<file path="config.mk">
export PLATFORM = sky130hd
export DESIGN_NAME = stream_rx
export DESIGN_NICKNAME = d
export VERILOG_FILES = /design/src/rtl/stream_pkg.sv /design/src/rtl/stream_rx.sv
export SDC_FILE = /design/constraint.sdc
export NUM_CORES = 1
export LEC_CHECK = 0
export ABC_AREA = 1
export CORE_UTILIZATION = 45
export CTS_CLUSTER_DIAMETER = 120
export CTS_CLUSTER_SIZE = 16
export DETAILED_ROUTE_END_ITERATION = 8
export GPL_TIMING_DRIVEN = 0
export PLACE_DENSITY = 0.81
export SLEW_MARGIN = 20
export SYNTH_ARGS = -nofsm -noshare
export SYNTH_HDL_FRONTEND = slang
export SYNTH_SLANG_ARGS = --single-unit
</file>
<file path="constraint.sdc">
create_clock -name sclk -period 2.6 [get_ports sclk]
set_clock_uncertainty 0.15 [all_clocks]
set_input_delay 0.52 -clock sclk [delete_from_list [all_inputs] [get_ports sclk]]
set_output_delay 0.52 -clock sclk [all_outputs]
set_load 0.02 [all_outputs]
</file>
<file path="src/rtl/stream_pkg.sv">
`default_nettype none
// ============================================================================
//  Module      : stream_pkg
//  Description : Shared constants for the MM2S stream receiver.
//  Revision    : 1.0  initial release
// ============================================================================
package stream_pkg;

    localparam int c_data_w_def       = 64;
    localparam int c_cnt_w_def        = 13;
    localparam int c_afull_margin_min = 3;

    localparam logic [1:0] c_st_idle  = 2'd0;
    localparam logic [1:0] c_st_recv  = 2'd1;
    localparam logic [1:0] c_st_drain = 2'd2;
    localparam logic [1:0] c_st_done  = 2'd3;

endpackage
`default_nettype wire

</file>
<file path="src/rtl/stream_rx.sv">
`default_nettype none
// ============================================================================
//  Module      : stream_rx
//  Description : AXI4-Stream MM2S receiver writing beats into the frame
//                buffer FIFO, with length checking and fill backpressure.
//  Revision    : 1.0  initial release
// ============================================================================
module stream_rx
    import stream_pkg::*;
#(
    parameter int DATA_W       = c_data_w_def,
    parameter int CNT_W        = c_cnt_w_def,
    parameter int BUF_DEPTH    = 4096,
    parameter int AFULL_MARGIN = 8
) (
    input  logic              sclk,
    input  logic              s_rst_n,
    input  logic [DATA_W-1:0] m_axis_mm2s_tdata,
    input  logic              m_axis_mm2s_tvalid,
    output logic              m_axis_mm2s_tready,
    input  logic              m_axis_mm2s_tlast,
    output logic              buffer_wr_en,
    output logic [DATA_W-1:0] buffer_wr_data,
    input  logic [CNT_W-1:0]  buffer_data_count,
    input  logic              rx_start,
    input  logic [CNT_W-1:0]  rx_len,
    output logic              rx_busy,
    output logic              write_finish,
    output logic              len_err
);

    // A margin below the minimum cannot absorb the two in-flight beats.
    localparam int c_margin = (AFULL_MARGIN < c_afull_margin_min) ? c_afull_margin_min : AFULL_MARGIN;
    localparam logic [CNT_W-1:0] c_afull_thresh = CNT_W'(BUF_DEPTH - c_margin);

    logic [1:0]        r_state;
    logic [1:0]        w_next;
    logic [CNT_W-1:0]  r_beat_cnt;
    logic [CNT_W-1:0]  r_rx_len;
    logic [CNT_W-1:0]  w_cnt_inc;
    logic              r_afull;
    logic              r_tready;
    logic              r_wr_en;
    logic [DATA_W-1:0] r_wr_data;
    logic              r_busy;
    logic              r_write_finish;
    logic              r_len_err;
    logic              w_accept;
    logic              w_start;
    logic              w_hit_len;
    logic              w_len_err_set;
    logic              w_recv_beat;

    always_comb begin
        w_accept      = m_axis_mm2s_tvalid && r_tready;
        w_start       = (r_state == c_st_idle) && rx_start && (rx_len != '0);
        w_recv_beat   = (r_state == c_st_recv) && w_accept;
        w_cnt_inc     = r_beat_cnt + CNT_W'(1);
        w_hit_len     = (w_cnt_inc == r_rx_len);
        w_next        = r_state;
        w_len_err_set = 1'b0;
        case (r_state)
            c_st_idle: begin
                if (w_start) w_next = c_st_recv;
            end
            c_st_recv: begin
                if (w_accept) begin
                    if (m_axis_mm2s_tlast) begin
                        w_next        = c_st_done;
                        w_len_err_set = !w_hit_len;
                    end else if (w_hit_len) begin
                        w_next        = c_st_drain;
                        w_len_err_set = 1'b1;
                    end
                end
            end
            c_st_drain: begin
                if (w_accept && m_axis_mm2s_tlast) w_next = c_st_done;
            end
            default: w_next = c_st_idle;
        endcase
    end

    always_ff @(posedge sclk or negedge s_rst_n) begin
        if (!s_rst_n) begin
            r_state        <= c_st_idle;
            r_beat_cnt     <= '0;
            r_rx_len       <= '0;
            r_afull        <= 1'b0;
            r_tready       <= 1'b0;
            r_wr_en        <= 1'b0;
            r_wr_data      <= '0;
            r_busy         <= 1'b0;
            r_write_finish <= 1'b0;
            r_len_err      <= 1'b0;
        end else begin
            r_state        <= w_next;
            r_afull        <= (buffer_data_count >= c_afull_thresh);
            // Ready follows the state being entered, so it drops on the leaving beat.
            r_tready       <= ((w_next == c_st_recv) && !r_afull) || (w_next == c_st_drain);
            r_wr_en        <= w_recv_beat;
            if (w_recv_beat) r_wr_data <= m_axis_mm2s_tdata;
            r_write_finish <= (w_next == c_st_done);
            r_busy         <= (w_next != c_st_idle);
            if (w_start) begin
                r_rx_len   <= rx_len;
                r_beat_cnt <= '0;
                r_len_err  <= 1'b0;
            end else begin
                if (w_recv_beat)   r_beat_cnt <= w_cnt_inc;
                if (w_len_err_set) r_len_err  <= 1'b1;
            end
        end
    end

    assign m_axis_mm2s_tready = r_tready;
    assign buffer_wr_en       = r_wr_en;
    assign buffer_wr_data     = r_wr_data;
    assign rx_busy            = r_busy;
    assign write_finish       = r_write_finish;
    assign len_err            = r_len_err;

endmodule
`default_nettype wire

</file>
==> results_dict.tcl, run 1 <==
set metrics [dict create \
    outcome "complete, no violations" \
    power_density_nw_per_um2 1070 \
    period_minus_slack_ns 2.39 \
    fin_ws_ns 0.208 \
    place_area_sq_um 6200 \
    path_cells "clkdlybuf4s50_1 > nand2_1 > nor2_2 > inv_1 > clkbuf_1 > clkbuf_1 > nand2_1 > nand2_1" \
    ys_ff_latch 98 \
    synth.avg_cell_area_sq_um 7.95 \
    final_area_sq_um 6400 \
    fmax_mhz 418 \
    synthMostInstantiatedCell "nand2_1" \
    critPathKind "in -> reg" \
    critical_path.max_fanout 10 \
    cp_data_arrival_time_ns 2.52 \
    vdd_drop_max_mv 0.646 \
    cpMostUsedCell "nand2_1" \
    area_growth_pct 45.3 \
    yosys_warnings 0 \
    rows 35 \
    p_leak_nw 3.11 \
    synth_top_area_cell "dfrtp_1" \
    first_pass_iters 5 \
    netlist_area_sq_um 4410 \
    die_h_um 101 \
    post_cts_buffers 0 \
    worstSetupEndpointType "flop" \
    drive_gt1_frac 0.0656 \
    path_clk_slew_ns 0.11 \
    rsz0062_at_grt "no" \
    critical_path.startpoint_type "input pin" \
    postSynthCellCount 554 \
    cts_made_buffers 9 \
    clock_latency_ns 0.37 \
    max_stage_delay_ns 0.51 \
    slew_headroom 0.591 \
    io_buffer_count 160 \
    routed_wl_mm 12.4 \
    dp.cells 844 \
    ys_types 27 \
    yosysSeqAreaShare 0.557 \
    clockRootBuffer "clkbuf_8" \
    ioPinCount 164 \
    routed_via_density 4.86 \
    drt-initial-drc-count 178 \
    power_mw 6.83 \
    required_ns 2.73 \
    routedWlPerCell_um 14.4 \
    hold_viol 0 \
    setup-tns-final_ns 0 \
    vias 4183 \
    final_nets 823 \
    drc_errors 0 \
    grt_pass1_vias 4216 \
    htreeDepth 3 \
    grt_usage 0.258 \
    synthTopCellsByCount "277 x nand2_1, 98 x dfrtp_1, 42 x inv_1" \
    final_cells 861 \
    cts_tree "yes" \
    worst_pin_slew_ns 0.612 \
    grt_overflow 0 \
    grt_pass1_wl_mm 20.1 \
    synthFlopType "dfrtp_1" \
    die_width_um 101 \
    synthesis.nets 650 \
    hpwl_mm 9.38 \
    slew_violations 0 \
    synth_area_leaders "dfrtp_1 56%, nand2_1 24%, inv_1 3.6%, nand3_1 3.1%, o21ai_0 1.9%" \
    start_util 0.470 \
    grt_max_degree 79 \
    clockBufferDepth 2 \
    place_ws_ns -0.439 \
    core-area_sq_um 9370 \
    antenna_found_initial 0 \
    period_share 0.920 \
    cts.sinks 98 \
    finalSetupViolCount 0 \
    crit_slowest_cell "nor2_2" \
    die_area_sq_um 10200 \
    final_antenna_net_count 0 \
    antennaDiodeCount 0 \
    gp_congestion 0.928 \
    async_flop_share 1.00 \
    yosysTopAreaCellShare 0.557 \
    maxCapViolCount 0 \
    hold_path_class "reg -> reg" \
    synth_edf_count 0 \
]
power breakdown:
group | switching, mW | internal, mW
logic | 1.88 | 1.40
clock network | 0.605 | 0.375
registers | 0.414 | 2.16
total | 2.89 | 3.93
kinds of logic after synthesis:
family                   synth area share
AO/OA/AOI/OAI                      0.0386
adder cells (fa/ha/maj)           0.00284
buffers and inverters              0.0539
flip-flops                          0.557
AND/OR/NAND/NOR                     0.348
per-layer routing:
metal / track usage / vias to the layer above / share of wire
li1: - / 2066 / -
met1: 0.304 / 1928 / 0.40
met4: 0.0803 / 0 / 0.019
met3: 0.103 / 21 / 0.094
met2: 0.434 / 168 / 0.48
met5: 0 / - / 0
through the flow:
stage | util | hold WS (ns)
floorplan | - | 0.0744
global placement | 0.658 | 0.303
detailed placement | 0.661 | 0.233
CTS | 0.683 | 0.337
global route | 0.683 | 0.356
finish | 0.683 | 0.329
cell usage in the layout (no fill, tap or decap), drive strengths merged:
cell type,instances
buf,3
inv,50
clkdlybuf4s50,159
a41o,1
nand3,32
o22ai,6
nand4,7
a22oi,1
nor3b,1
clkbuf,25
dlygate4sd3,1
nor2,23
nor4,3
ha,1
a21oi,5
o21ai,18
nand3b,2
nand2,291
dfrtp,98
clkinv,3
nor3,2
worst paths after layout:
kind / startpoint / endpoint / slack [ns] / cells after the start
max in group asynchronous: s_rst_n / r_rx_len[8] / 1.27 / 3
hold reg to reg: buffer_wr_data[34] / buffer_wr_data[34] / 0.33 / 2
hold / removal: buffer_wr_data[34] / buffer_wr_data[34] / 0.33 / 2
setup reg to reg: r_beat_cnt[0] / m_axis_mm2s_tready / 0.31 / 14
setup / recovery: m_axis_mm2s_tvalid / buffer_wr_data[7] / 0.21 / 8
min in group asynchronous: s_rst_n / r_rx_len[6] / 0.40 / 2
worst max-delay path: cells and delay by family:
kind	cells	cell delay [ns]
buf+inv	4	1.19
simple gates	4	0.81
registers in the layout, indices dropped and copies added (netlist names):
name                flops
m_axis_mm2s_tready      1
r_rx_len               13
buffer_wr_en            1
write_finish            1
buffer_wr_data         64
r_state                 2
r_beat_cnt             13
len_err                 1
r_afull                 1
rx_busy                 1
what timing repair did:
| action | CTS | global route |
|---|---|---|
| gates resized for setup | 1 | 1 |
| endpoints found under the setup margin | 13 | 1 |
| hold buffers | 1 | 0 |
| endpoints found under the hold margin | 20 | 0 |
cell type report:
type                    count  area, sq um
fillers                   773         2970
multi-input cells         393         1720
clock inverters             7         67.6
well taps                 129          161
plain buffers              17         63.8
inverters                  46          174
flip-flops and latches     98         2450
repair buffers            162         1640
clock buffers               9          124
Power figures use the tool's default switching activity.
==> inputs of run 2 (changes only) <==
--- a/config.mk
+++ b/config.mk
@@ -7,7 +7,6 @@
 export LEC_CHECK = 0
 export ABC_AREA = 1
 export CORE_UTILIZATION = 45
-export CTS_CLUSTER_DIAMETER = 120
 export CTS_CLUSTER_SIZE = 16
 export DETAILED_ROUTE_END_ITERATION = 8
 export GPL_TIMING_DRIVEN = 0
==> results of run 2 <==
No change in the layout: final DEF, timing and power equal those of run 1.
==> inputs of run 3 (changes only) <==
--- a/config.mk
+++ b/config.mk
@@ -6,11 +6,13 @@
 export NUM_CORES = 1
 export LEC_CHECK = 0
 export ABC_AREA = 1
-export CORE_UTILIZATION = 45
+export CORE_UTILIZATION = 46
+export CTS_BUF_LIST = sky130_fd_sc_hd__clkbuf_8
+export CTS_CLUSTER_DIAMETER = 40
 export CTS_CLUSTER_SIZE = 16
 export DETAILED_ROUTE_END_ITERATION = 8
 export GPL_TIMING_DRIVEN = 0
-export PLACE_DENSITY = 0.81
+export PLACE_DENSITY = 0.83
 export SLEW_MARGIN = 20
 export SYNTH_ARGS = -nofsm -noshare
 export SYNTH_HDL_FRONTEND = slang
==> run 3 against run 2 <==
  * Die area shrank 2.1%
  * Non-clock buffer count is the same
  * Sequential share of layout area shrank 0.15 points
  * Cell count is the same
  * Maximum frequency shrank 1.9%
  * Largest power group unchanged
==> results_dict.tcl, run 3 (synthesis gave the netlist of run 1 again) <==
set metrics [dict create \
    fmax_mhz 410 \
    ioPinCount 164 \
    worstSetupEndpointType "flop" \
    multi_input_area_sq_um 1720 \
    io_buffer_count 160 \
    slew_violations 0 \
    hold_path_class "reg -> reg" \
    die_area_sq_um 9980 \
    slew_headroom 0.584 \
    final_cell_mix "277 x nand2_1, 159 x clkdlybuf4s50_1, 98 x dfrtp_1, 42 x inv_1, 27 x nand3_1" \
    worst_pin_slew_ns 0.623 \
    hpwl_mm 9.24 \
    power_mw 6.89 \
    critical_path.max_fanout 10 \
    clockRootBuffer "clkbuf_8" \
    crit_path_start "m_axis_mm2s_tvalid" \
    p_switching_mw 2.86 \
    final_antenna_net_count 0 \
    start_util 0.477 \
    routed_via_density 4.82 \
    cts_tree "yes" \
    cts.sinks 98 \
    die_h_um 99.9 \
    grt_pass1_vias 4270 \
    final_nets 823 \
    fill_cells 707 \
    critical_path.startpoint_type "input pin" \
    p_seq_frac 0.372 \
    grt_pass1_wl_mm 19.9 \
    htreeDepth 3 \
    hold_viol 0 \
    fin_hold_ws_ns 0.326 \
    cts_made_buffers 9 \
    grt_overflow 0 \
    layout_commonest_cell "nand2_1" \
    vias 4147 \
    drc_errors 0 \
    clockBufferDepth 2 \
    p_int_mw 4.03 \
    routedWlPerCell_um 14.1 \
    r2r_start "r_beat_cnt[0]" \
    required_ns 2.71 \
    rsz0062_at_grt "no" \
    switching_share 0.416 \
    finalSetupViolCount 0 \
    period_minus_slack_ns 2.44 \
    critPathKind "in -> reg" \
    grt_usage 0.257 \
    die_width_um 99.9 \
    rows 35 \
    core-area_sq_um 9240 \
    vdd_drop_max_mv 0.668 \
    gp_congestion 0.858 \
    outcome "complete, no violations" \
    power_density_nw_per_um2 1070 \
    path_clk_slew_ns 0.10 \
    worstHoldStart "buffer_wr_data[52]" \
    p_leak_nw 3.12 \
    grt_max_degree 82 \
    drt-initial-drc-count 168 \
    routed_wl_mm 12.1 \
    drive_gt1_frac 0.0642 \
    combinationalPowerShare 0.473 \
    seqCellArea_sq_um 2450 \
    antenna_found_initial 0 \
    period_share 0.938 \
    clock_latency_ns 0.36 \
    area_growth_pct 45.9 \
    largest_reg_flops 64 \
    first_pass_iters 5 \
    antennaDiodeCount 0 \
    maxCapViolCount 0 \
    clkPwrFrac 0.155 \
    cp_data_arrival_time_ns 2.55 \
]
run 3: cell count changes in the layout (fill, tap and decap cells not counted):
cell       before  now
nor2_1         17   18
inv_6           4    1
clkinv_4        0    2
inv_8           1    2
bufinv_16       0    1
nor2_2          3    2
clkinv_2        2    1
run 3: per-layer routing:
metal / global-route usage / up-vias / share of wire
met1: 0.296 / 1934 / 0.40
met5: 0 / - / 0
met4: 0.0769 / 0 / 0.015
met3: 0.107 / 15 / 0.093
li1: - / 2065 / -
met2: 0.439 / 133 / 0.49
run 3: path summary, 6_finish.rpt:
| kind | end | slack [ns] | cells after the start |
|---|---|---|---|
| min in group asynchronous | m_axis_mm2s_tready | 0.40 | 2 |
| worst max-delay path | buffer_wr_data[57] | 0.16 | 8 |
| worst min register to register | buffer_wr_data[52] | 0.33 | 2 |
| worst max register to register | m_axis_mm2s_tready | 0.34 | 14 |
| max in group asynchronous | r_beat_cnt[12] | 1.28 | 3 |
| worst min-delay path | buffer_wr_data[52] | 0.33 | 2 |
run 3: layout make-up:
| type | instances | share of cell area |
|---|---|---|
| repair buffers | 162 | 0.255 |
| inverters | 46 | 0.0270 |
| clock inverters | 7 | 0.0148 |
| plain buffers | 17 | 0.00992 |
| multi-input cells | 393 | 0.267 |
| flip-flops and latches | 98 | 0.381 |
| clock buffers | 9 | 0.0193 |
| well taps | 129 | 0.0251 |
run 3: metrics by stage:
stage,cell area [sq um],utilization,setup WS [ns],TNS (ns),instances
3_5_place_dp,6200,0.671,-0.402,-22.07,844
3_3_place_gp,6170,0.668,-2.67,-283.16,843
5_1_grt,6430,0.696,0.0235,0,861
2_1_floorplan,4410,-,0.680,0,554
4_1_cts,6430,0.696,0.174,0,861
6_report,6430,0.696,0.161,0,861
run 3: critical path, cell delays in order:
cell,delay (ns)
clkdlybuf4s50_1,0.46
nand2_1,0.09
nor2_2,0.52
inv_1,0.12
clkbuf_1,0.28
clkbuf_1,0.34
nand2_1,0.15
nand2_1,0.06
run 3: power groups by stage:
stage          logic, mW  registers, mW  clock network, mW
3_3_place_gp        3.18           2.55                  0
5_1_grt             3.57           2.64               1.16
4_1_cts             3.28           2.57               1.09
2_1_floorplan       1.15           3.11                  0
6_report            3.26           2.57               1.07
3_5_place_dp        3.26           2.57                  0
run 3: timing repair:
| item | CTS | global route |
|---|---|---|
| buffers inserted | 0 | 0 |
| hold endpoints to repair | 17 | 0 |
| endpoints found under the setup margin | 53 | 0 |
| resized for setup | 1 | 0 |
| hold buffers | 1 | 0 |
